<file path="src/rtl/nios_system2_processor2_cpu_mul_combine.sv">
// nios_system2_processor2_cpu_mul_combine
//
// Combines the four registered 16x16 partial products of the CPU multiplier
// cell into the 32-bit result of mul / mulxss / mulxsu / mulxuu. The cell
// output is in the M stage. It travels through the A stage and the W stage.
//
//   p1 = lo(src1) * lo(src2)   always unsigned
//   p2 = lo(src1) * hi(src2)   signed when src2 is signed
//   p3 = hi(src1) * lo(src2)   signed when src1 is signed
//   p4 = hi(src1) * hi(src2)   signed when either source is signed
//
//   product = {p4, p1} + (sext(p2 + p3) << 16)   (mod 2^64)
//
// Parameters
//   REGISTER_OUTPUT  1: the selected word is registered into the W stage
//                    0: the W outputs are driven combinationally from stage A
//
// Ports
//   clk                     rising-edge clock
//   reset_n                 asynchronous active-low reset
//   A_en                    pipeline advance; 0 holds every stage
//   A_pipe_flush            kills every in-flight multiply (overrides A_en)
//   M_valid_mul             a multiply is present in the M stage
//   M_ctrl_mul_hi           1 selects product[63:32], 0 selects product[31:0]
//   M_ctrl_mul_src1_signed  signedness of source operand 1
//   M_ctrl_mul_src2_signed  signedness of source operand 2
//   M_mul_cell_p1..p4       partial products (see above)
//   W_mul_result            selected result word
//   W_mul_valid             W_mul_result holds a completed multiply

module nios_system2_processor2_cpu_mul_combine #(
    parameter int REGISTER_OUTPUT = 1
) (
    input  logic        clk,
    input  logic        reset_n,
    input  logic        A_en,
    input  logic        A_pipe_flush,
    input  logic        M_valid_mul,
    input  logic        M_ctrl_mul_hi,
    input  logic        M_ctrl_mul_src1_signed,
    input  logic        M_ctrl_mul_src2_signed,
    input  logic [31:0] M_mul_cell_p1,
    input  logic [31:0] M_mul_cell_p2,
    input  logic [31:0] M_mul_cell_p3,
    input  logic [31:0] M_mul_cell_p4,
    output logic [31:0] W_mul_result,
    output logic        W_mul_valid
);

    // The two cross terms are widened to 34 bits so their sum cannot overflow.
    logic        m_p2_ext;
    logic        m_p3_ext;
    logic [33:0] m_mid;

    assign m_p2_ext = M_mul_cell_p2[31] & M_ctrl_mul_src2_signed;
    assign m_p3_ext = M_mul_cell_p3[31] & M_ctrl_mul_src1_signed;
    assign m_mid    = {{2{m_p2_ext}}, M_mul_cell_p2} + {{2{m_p3_ext}}, M_mul_cell_p3};

    // Stage A. The signedness of p4 is not carried forward: within 64 bits
    // the concatenation {p4, p1} is identical whether p4 is signed or not,
    // so it has no effect on either result word.
    logic [31:0] a_p1;
    logic [31:0] a_p4;
    logic [33:0] a_mid;
    logic        a_mul_hi;
    logic        a_valid;

    always_ff @(posedge clk or negedge reset_n) begin
        if (!reset_n) begin
            a_p1     <= '0;
            a_p4     <= '0;
            a_mid    <= '0;
            a_mul_hi <= 1'b0;
        end else if (A_en) begin
            a_p1     <= M_mul_cell_p1;
            a_p4     <= M_mul_cell_p4;
            a_mid    <= m_mid;
            a_mul_hi <= M_ctrl_mul_hi;
        end
    end

    // Valid bits follow the data but a flush wins over A_en.
    always_ff @(posedge clk or negedge reset_n) begin
        if (!reset_n) begin
            a_valid <= 1'b0;
        end else if (A_pipe_flush) begin
            a_valid <= 1'b0;
        end else if (A_en) begin
            a_valid <= M_valid_mul;
        end
    end

    logic [63:0] a_product;
    logic [31:0] a_sel_result;

    assign a_product    = {a_p4, a_p1} + ({{30{a_mid[33]}}, a_mid} << 16);
    assign a_sel_result = a_mul_hi ? a_product[63:32] : a_product[31:0];

    generate
        if (REGISTER_OUTPUT != 0) begin : g_reg_out
            logic [31:0] w_result;
            logic        w_valid;

            always_ff @(posedge clk or negedge reset_n) begin
                if (!reset_n) begin
                    w_result <= '0;
                end else if (A_en) begin
                    w_result <= a_sel_result;
                end
            end

            always_ff @(posedge clk or negedge reset_n) begin
                if (!reset_n) begin
                    w_valid <= 1'b0;
                end else if (A_pipe_flush) begin
                    w_valid <= 1'b0;
                end else if (A_en) begin
                    w_valid <= a_valid;
                end
            end

            assign W_mul_result = w_result;
            assign W_mul_valid  = w_valid;
        end else begin : g_comb_out
            assign W_mul_result = a_sel_result;
            assign W_mul_valid  = a_valid;
        end
    endgenerate

endmodule

</file>
<file path="config.mk">
export PLATFORM = sky130hd
export DESIGN_NAME = nios_system2_processor2_cpu_mul_combine
export DESIGN_NICKNAME = d
export VERILOG_FILES = /design/src/rtl/nios_system2_processor2_cpu_mul_combine.sv
export SDC_FILE = /design/constraint.sdc
export NUM_CORES = 1
export LEC_CHECK = 0
export ABC_AREA = 1
export CAP_MARGIN = 10
export CORE_ASPECT_RATIO = 0.7
export CORE_UTILIZATION = 30
export CTS_CLUSTER_SIZE = 16
export DETAILED_ROUTE_END_ITERATION = 8
export PLACE_DENSITY = 0.56
export SLEW_MARGIN = 10
export SYNTH_ARGS = -nofsm -noshare
export SYNTH_HDL_FRONTEND = slang
export SYNTH_SLANG_ARGS = --single-unit
</file>
<file path="constraint.sdc">
create_clock -name clk -period 4.3 [get_ports clk]
set_input_delay 0.43 -clock clk [delete_from_list [all_inputs] [get_ports clk]]
set_output_delay 0.43 -clock clk [all_outputs]
set_load 0.03 [all_outputs]
</file>
* After elaboration in Yosys (flattened, before gate mapping)
Cells that the tools add are included.
** Storage, ports and cells
- Flip-flop bits (word level) :: 133
- Bits of input ports :: 136
- Output and inout port bits :: 33
** Cells by class
- Add/sub/neg operators :: 2
- Mux-type cells :: 5
- Bitwise logic cells :: 2
- Reduce and logical (&&, ||, !) cells :: 1
** Operators by type and width (number)
- adder 64 bit :: 1
- adder 33 x 33 -> 34 bit :: 1
- two-way mux 32 bit :: 1
- two-way mux 1 bit :: 4
- AND 1 bit :: 2
- nonzero test 2 bit :: 1

* Logic depth before layout (Yosys ltp)
Gate-level depths: netlist (run 1).
- Word-level depth :: 2
- Mapped depth :: 16
- Gate-level depth less buffers :: 16

* Least setup slack after synthesis (run 1)
No wires, ideal clock.
- Path kind :: input-to-reg
- Start :: in M_mul_cell_p2[0]
- End :: reg a_mid[30]
- Library setup time :: 118 ps
- Arrival time :: 1854 ps
- Path slack :: 2328 ps
- Cell stages on the path :: 13
- Buffers on the path :: 0
- Cells stage by stage :: ha_1 > inv_1 > fa_1 > o21ai_2 > nand2_1 > nand2_1 > nand3_1 > nand2_1 > nand3b_1 > nand2_1 > nand2_1 > nand3_1 > nand2_1
** Between the ends
- Cells in the longest elaborated chain, start to end :: 1
** Ends and longest elaborated chain
- start, declared :: line 43 : input logic [31:0] M_mul_cell_p2,
- adder 33 x 33 -> 34 bit :: line 57 : assign m_mid = {{2{m_p2_ext}}, M_mul_cell_p2} + {{2{m_p3_ext}}, M_mul_cell_p3};
- end signal, assigned :: line 77 : a_mid <= m_mid;
- end, declared :: line 64 : logic [33:0] a_mid;
No other way between the ends.
A chain may end at the register's enable or synchronous reset.

* Final worst setup path (run 1)
- Start :: reg a_mid[33]
- End :: reg g_reg_out.w_result[27], in the netlist W_mul_result[27]
** Between the ends
- Cells in the longest elaborated chain, start to end :: 2
** Ends and longest elaborated chain
- adder 64 bit :: line 96 : assign a_product = {a_p4, a_p1} + ({{30{a_mid[33]}}, a_mid} << 16);
- two-way mux 32 bit :: line 97 : assign a_sel_result = a_mul_hi ? a_product[63:32] : a_product[31:0];
- end signal, assigned :: line 108 : w_result <= a_sel_result;
- end, declared :: line 101 : logic [31:0] w_result;
No other way between the ends.

==> results of run 1 <==
-- cell families after synthesis --
kind of cell    Yosys count  share of synthesized area [%]
fa+ha+maj                82                           9.04
buf+inv                 340                           11.2
simple gates           1095                           39.6
compound gates          212                           9.77
xor+xnor                 20                           1.52
flops                   133                           28.9
-- metal layers --
| metal | part of all wire, % | up-vias |
|---|---|---|
| met1 | 55 | 5528 |
| met3 | 5.4 | 21 |
| met4 | 0.99 | 0 |
| met2 | 38 | 316 |
| li1 | - | 6139 |
| met5 | 0 | - |
-- state kept, by name, summed over array words and instances (netlist names) --
name and cells:
W_mul_result 32, W_mul_valid 1, a_mid 34, a_mul_hi 1
a_p1 32, a_p4 32, a_valid 1
-- synth_stat cells (3+ instances only) --
library cell  instances
nand2_1             760
inv_1               287
nor2_1              137
dfrtp_1             133
a21oi_1             107
nand3_1              98
ha_1                 80
o21ai_0              73
clkbuf_1             29
nor2_2               28
inv_2                17
nand2_2              13
xnor2_1              11
nand4_1              10
nand3_2               9
xor2_1                9
buf_2                 7
nand3b_1              7
nor3_1                7
o21ai_1               7
a31oi_1               6
nor4_1                6
a21o_1                5
a21oi_2               5
or2_2                 5
nor2_4                4
o21bai_1              4
nor3_2                3
-- worst min-delay path, stage by stage (launching register included) --
cell and delay [ns]:
dfrtp_1 0.35, nand2_1 0.06, nand2_1 0.05
-- area by class of cell --
| class | count | area, um2 | area share [%] |
|---|---|---|---|
| multi-input combinational | 1409 | 6900 | 48.1 |
| sequential | 133 | 3330 | 23.2 |
| timing repair buffer | 174 | 1740 | 12.1 |
| inverter | 304 | 1140 | 7.97 |
| tap | 488 | 611 | 4.26 |
| clock buffer | 18 | 439 | 3.06 |
| clock inverter | 14 | 169 | 1.18 |
-- stage by stage --
| step | cell area, um2 | total power, mW | setup WS (ns) | instances |
|---|---|---|---|---|
| after detailed placement | 13700 | 4.02 | 1.41 | 2507 |
| after global placement | 13700 | 4.02 | 1.42 | 2507 |
| after CTS | 14300 | 5.58 | 1.61 | 2540 |
| final | 14300 | 5.54 | 1.60 | 2540 |
| after global routing | 14300 | 5.92 | 1.43 | 2540 |
| after floorplan | 11500 | 3.09 | 2.33 | 1882 |
-- layout by cell type (no fill, tap or decap), drive strengths merged, types with 5 or more instances in the layout --
| cell type | Yosys | final |
|---|---|---|
| or2 | 9 | 9 |
| o21ai | 81 | 81 |
| nand3b | 7 | 7 |
| nor3 | 10 | 10 |
| clkbuf | 29 | 18 |
| inv | 304 | 309 |
| nand3 | 107 | 107 |
| xnor2 | 11 | 11 |
| nor2 | 169 | 169 |
| a21oi | 112 | 112 |
| nor4 | 6 | 6 |
| dfrtp | 133 | 133 |
| nand2 | 773 | 773 |
| clkdlybuf4s50 | 0 | 166 |
| xor2 | 9 | 9 |
| buf | 7 | 7 |
| a31oi | 6 | 6 |
| nand4 | 11 | 11 |
| a21o | 5 | 5 |
| ha | 80 | 80 |
-- worst max-delay path by stage --
stage / from / to / slack, ns
final: a_mid[33] / W_mul_result[27] / 1.60
after global routing: a_mid[33] / W_mul_result[19] / 1.43
after CTS: a_mid[33] / W_mul_result[27] / 1.61
after detailed placement: M_mul_cell_p3[0] / a_mid[32] / 1.41
after global placement: M_mul_cell_p2[0] / a_mid[32] / 1.42
after floorplan: M_mul_cell_p2[0] / a_mid[30] / 2.33
-- power breakdown --
group          internal [mW]  switching, mW  total [mW]  leakage [nW]
logic                  0.841           1.59        2.44          5.69
registers               1.44          0.146        1.58          1.60
clock network          0.885          0.641        1.53         0.288
-- timing repair --
action                                 in CTS  in global routing
resized for setup                           0                  0
endpoints found under the hold margin      51                  0
hold buffers                                1                  0
==> metrics.md, run 1 <==
| Metric | Value |
|---|---|
| Filler instances | between 4,000 and 5,000 |
| DRC marker count from the first detailed-route iteration | approximately 980 |
| Arrival time worst endpoint | around 3 ns |
| Nets | 2,257 |
| Core area | 37,500 um2 |
| CTS tree | yes |
| Syn_area_per_cell | 6.12 um2 |
| Boundary Pins | ~170 |
| CP max stage delay | roughly 0.68 ns |
| First-pass GRT wire length | 63.5 mm |
| Mapped cell area | between 10,000 and 15,000 um2 |
| Antenna violations before repair | 0 |
| Biggest area consumer among synthesized cells | dfrtp_1 |
| Final Core Density | between 30% and 40% |
| Syn nets | 2,100 |
| Post-CTS Setup Bufs | 0 |
| Final count of negative-setup-slack endpoints | 0 |
| Period utilisation layout | between 60% and 70% |
| Ranking of synthesized cells by area | dfrtp_1, nand2_1, inv_1 |
| Worst EP required | about 4.7 ns |
| Max cap viols | 0 |
| Hold violation count in the final report | 0 |
| Worst R2R Setup Slack | between 1.5 and 2 ns |
| Hold slack | around 0.48 ns |
| Max H-tree Level | 4 |
| Clk sink count | roughly 130 |
| Cts bufs inserted | 17 |
| PD cells | approximately 390 nW/um2 |
| Leakage | roughly 7.6 nW |
| Global Route met2 Usage | 28.5% |
| GR met1 Demand/Resource | between 30 and 40% |
| R2R Path End | W_mul_result[27] |
| Worst-path maximum fanout | 16 |
| Max clock buf depth | 2 |
| Grt met3 use | 3.66% |
| Clk slew on worst S/H paths | 0.07 ns |
| WP depth | 11 |
| Layout area overhead | 24.5% |
| Post-DP HPWL | 33.2 mm |
| RSZ-0062 raised after global routing | false |
| Routed vias | ~12,000 |
| Slew @ Worst Pin | between 1 and 1.5 ns |
| Pin count of the biggest net entering global routing | 76 |
| Top cell type's share of synthesized area | 28.9% |
| Synthesized instance count | between 1,500 and 2,000 |
| Synth Register Bits | 133 |
| Detail Route Antenna Nets | 0 |
| Rows | a little under 60 |
| R2R depth | 11 |
| Vias per cell | ~4.7 |
| Period minus WS final | 2.70 ns |
| Post-synthesis sequential area ratio | between 20 and 30% |
| F_max | 0.370 GHz |
| Top FF cell, synth | dfrtp_1 |
| R2r startpoint | a_mid[33] |
| Relative slew slack | 21.3% |
| WHS Path Cells | 2 |
| Vias in the first global route | 11,067 |
| YS warnings | 0 |
| Min-Delay Path Class | flip-flop to flip-flop |
| Fraction of layout cells with a size suffix above 1 | 6.24% |
| Final max-slew violation count | 0 |
| Layout Skew | 0.0133 ns |
| Critical path class | flip-flop to flip-flop |
| Crit-path cells | ha_1 > nand2_1 > nor2_1 > inv_1 > nor2_1 > nand2_1 > nor2_1 > nand2_1 > nand4_1 > nand3_1 > a21oi_1 |
| Grt ovf | 0 |
| Worst setup SP type | flip-flop |
| Ant. Diodes | 0 |
| Top delay family on crit path | simple AND/OR/NAND/NOR gates |
| Worst vdd ir | 0.258 mV |
| # DRC | 0 |
| Crit. End Element | flip-flop |
| Initial core utilization | 30.7% |
| Critical path buffers and inverters | 1 |
| All-layer global routing usage | a little over a fifth |
| Post-synth EDFFs | 0 |
| IO buf count | approximately 170 |
| GRT Max-Usage Layer | met1 |
| Hold worst-path end | a_p4[3] |
| Die width | 236 um |
| Critical-path top delay cell | dfrtp_1 |
| CTS root buf | clkbuf_16 |
| Die H | between 150 and 200 um |
| Drt wl/cell | approximately 16 um |
| HP Start | a_p4[3] |
| Clk_lat worst skew | 0.45 ns |
| Routed WL | 40.8 mm |
| Yosys cell types | 40 |
| FFs w/ async S/R, synth | 100% |
| Status | finished, final reports clean |
| Full die area | between 30,000 and 40,000 um2 |
| Placer Congestion | 0.942 |
| Pre-antenna DRT Iters | 5 |
| Setup TNS | 0 ns |
No activity file was read; power rests on OpenSTA's default activity.
==> run 2, diff against run 1 <==
==> constraint.sdc (replaced) <==
create_clock -name clk -period 2.58 [get_ports clk]
set_input_delay 0.258 -clock clk [delete_from_list [all_inputs] [get_ports clk]]
set_output_delay 0.258 -clock clk [all_outputs]
set_load 0.03 [all_outputs]
==> run 2 against run 1 <==
  * Combinational power up 72%
  * Clock-buffer cell count down 1
  * Final cell count up 1.3%
  * Worst setup slack worse by 1.5 ns
  * Utilization up 0.67 points
  * Critical endpoint is now W_mul_result[10]
  * Largest cell class unchanged
==> metrics.md, run 2 (same netlist as run 1, synthesis figures left out) <==
| Metric | Value |
|---|---|
| Status | finished, final reports clean |
| Detail Route Antenna Nets | 0 (unchanged) |
| Worst vdd ir | 0.471 mV (+82%) |
| Routed vias | 12,042 (+0.32%) |
| Layout area overhead | 26.6% |
| Worst setup SP type | flip-flop |
| Boundary Pins | 169 (unchanged) |
| Max clock buf depth | 2 (unchanged) |
| DRC marker count from the first detailed-route iteration | 792 (-19%) |
| Commonest cells after routing, fill and taps aside | nand2_1, inv_1, clkdlybuf4s50_1 |
| Die H | 166 um (unchanged) |
| Vias per cell | 4.68 (-0.97%) |
| Nets | 2,290 (+1.5%) |
| Full die area | 39,200 um2 (unchanged) |
| Post-CTS Setup Bufs | 0 (unchanged) |
| Ant. Diodes | 0 (unchanged) |
| Slew @ Worst Pin | 0.692 ns (-0.487 ns) |
| Period minus WS final | 2.44 ns (-0.266 ns) |
| Most common cell after layout, fill and taps aside | nand2_1 |
| Leakage | 7.74 nW (+2.2%) |
| Cts bufs inserted | 17 (unchanged) |
| All-layer global routing usage | 21.1% (-0.034 points) |
| Final setup margin | 0.143 ns (-1.45 ns) |
| IO buf count | 168 (unchanged) |
| F_max | 0.410 GHz (+11%) |
| Register area | 3330 um2 (unchanged) |
| Layout Skew | 0.0131 ns (-0.000257 ns) |
| Rows | 59 (unchanged) |
| Setup TNS | 0 ns (unchanged) |
| Routed WL | 40.4 mm (-0.95%) |
| RSZ-0062 raised after global routing | false |
| Max reg flops | 34 (unchanged) |
| Relative slew slack | 53.9% (+33 points) |
| CTS tree | yes |
| PD cells | 634 nW/um2 (+64%) |
| Drt wl/cell | 15.7 um (-2.2%) |
| Pin count of the biggest net entering global routing | 139 (+83%) |
| Pre-CTS setup slack | -0.0113 ns (-1.42 ns) |
| # DRC | 0 (unchanged) |
| Vias in the first global route | 11,358 (+2.6%) |
| Antenna violations before repair | 0 (unchanged) |
| Final Core Density | 38.9% (+0.67 points) |
| Hold slack | 0.221 ns (-0.258 ns) |
| Final count of negative-setup-slack endpoints | 0 (unchanged) |
| Max cap viols | 0 (unchanged) |
| Critical path class | flip-flop to flip-flop |
| Min-Delay Path Class | primary input to flip-flop |
| Clk_lat worst skew | 0.46 ns (about the same) |
| Period utilisation layout | 94.4% (+32 points) |
| Clk slew on worst S/H paths | 0.07 ns (about the same) |
| Crit. End Element | flip-flop |
| Arrival time worst endpoint | 2.77 ns (-0.29 ns) |
| CTS root buf | clkbuf_16 |
| Filler instances | 4,145 (+1.3%) |
| Clk sink count | 133 (unchanged) |
| Post-DP HPWL | 33.4 mm (+0.37%) |
| Worst-path maximum fanout | 4 (-12) |
| Initial core utilization | 30.7% (unchanged) |
| Placer Congestion | 0.946 (+0.38%) |
| Fraction of layout cells with a size suffix above 1 | 7.72% (+1.5 points) |
| Final max-slew violation count | 0 (unchanged) |
| Grt ovf | 0 (unchanged) |
| Core area | 37,500 um2 (unchanged) |
| Pre-antenna DRT Iters | 5 (unchanged) |
| First-pass GRT wire length | 63.4 mm (about the same) |
| Area of the multi-input gates | 6900 um2 (unchanged) |
| Register with the most flip-flops | a_mid |
| Max H-tree Level | 4 (unchanged) |
| Die width | 236 um (unchanged) |
| Worst EP required | 2.91 ns (-1.75 ns) |
| Hold violation count in the final report | 0 (unchanged) |
run 2: worst paths after layout:
| path | from | end | slack, ns | cells after the start |
|---|---|---|---|---|
| setup / recovery | a_p4[8] | W_mul_result[10] | 0.14 | 12 |
| min in group asynchronous | reset_n | a_mid[1] | 0.30 | 2 |
| hold / removal | A_en | W_mul_result[0] | 0.22 | 4 |
| max in group asynchronous | reset_n | a_p4[21] | 1.55 | 3 |
| setup reg to reg | a_p4[8] | W_mul_result[10] | 0.14 | 12 |
| hold reg to reg | a_p4[22] | a_p4[22] | 0.48 | 2 |
run 2: layout make-up:
| type | instances | area share (%) |
|---|---|---|
| Sequential cell | 133 | 22.8 |
| Tap cell | 488 | 4.19 |
| Multi-Input combinational cell | 1409 | 47.3 |
| Clock inverter | 15 | 1.11 |
| Clock buffer | 17 | 2.92 |
| Inverter | 304 | 7.83 |
| Timing Repair Buffer | 207 | 13.8 |
run 2: through the flow:
step           cells  total power [mW]  instance area [um2]
6_report        2573              9.24                14600
3_3_place_gp    2540              6.81                14000
3_5_place_dp    2540              6.82                14000
2_1_floorplan   1882              5.15                11500
5_1_grt         2573              9.90                14600
4_1_cts         2573              9.30                14600
run 2: metal layers:
layer	share of wire, %	vias up	track usage (%)	wire, um
met5	0	-	0	0
met4	0.57	0	3.84	229
met3	5.6	16	3.77	2270
met2	39	307	29.1	15700
met1	55	5511	33.5	22200
li1	-	6208	-	-
run 2: repair_timing:
| action | CTS | global route |
|---|---|---|
| endpoints found under the setup margin | 0 | 0 |
| endpoints found under the hold margin | 48 | 0 |
| gates resized for setup | 0 | 0 |
| hold buffers | 1 | 0 |
run 2: worst max-delay path: stages (launching register included):
cell	delay, ns
dfrtp_1	0.42
ha_1	0.42
nand2_2	0.19
inv_1	0.06
nand2_1	0.06
nand2_1	0.11
a21oi_1	0.24
nand2_1	0.11
a21oi_1	0.19
buf_4	0.18
nor2_1	0.04
o21ai_0	0.21
nand2_1	0.07
run 2: power breakdown:
part | total [mW] | switching [mW] | internal [mW]
logic | 4.20 | 2.69 | 1.51
clock network | 2.43 | 1.14 | 1.29
registers | 2.62 | 0.223 | 2.39
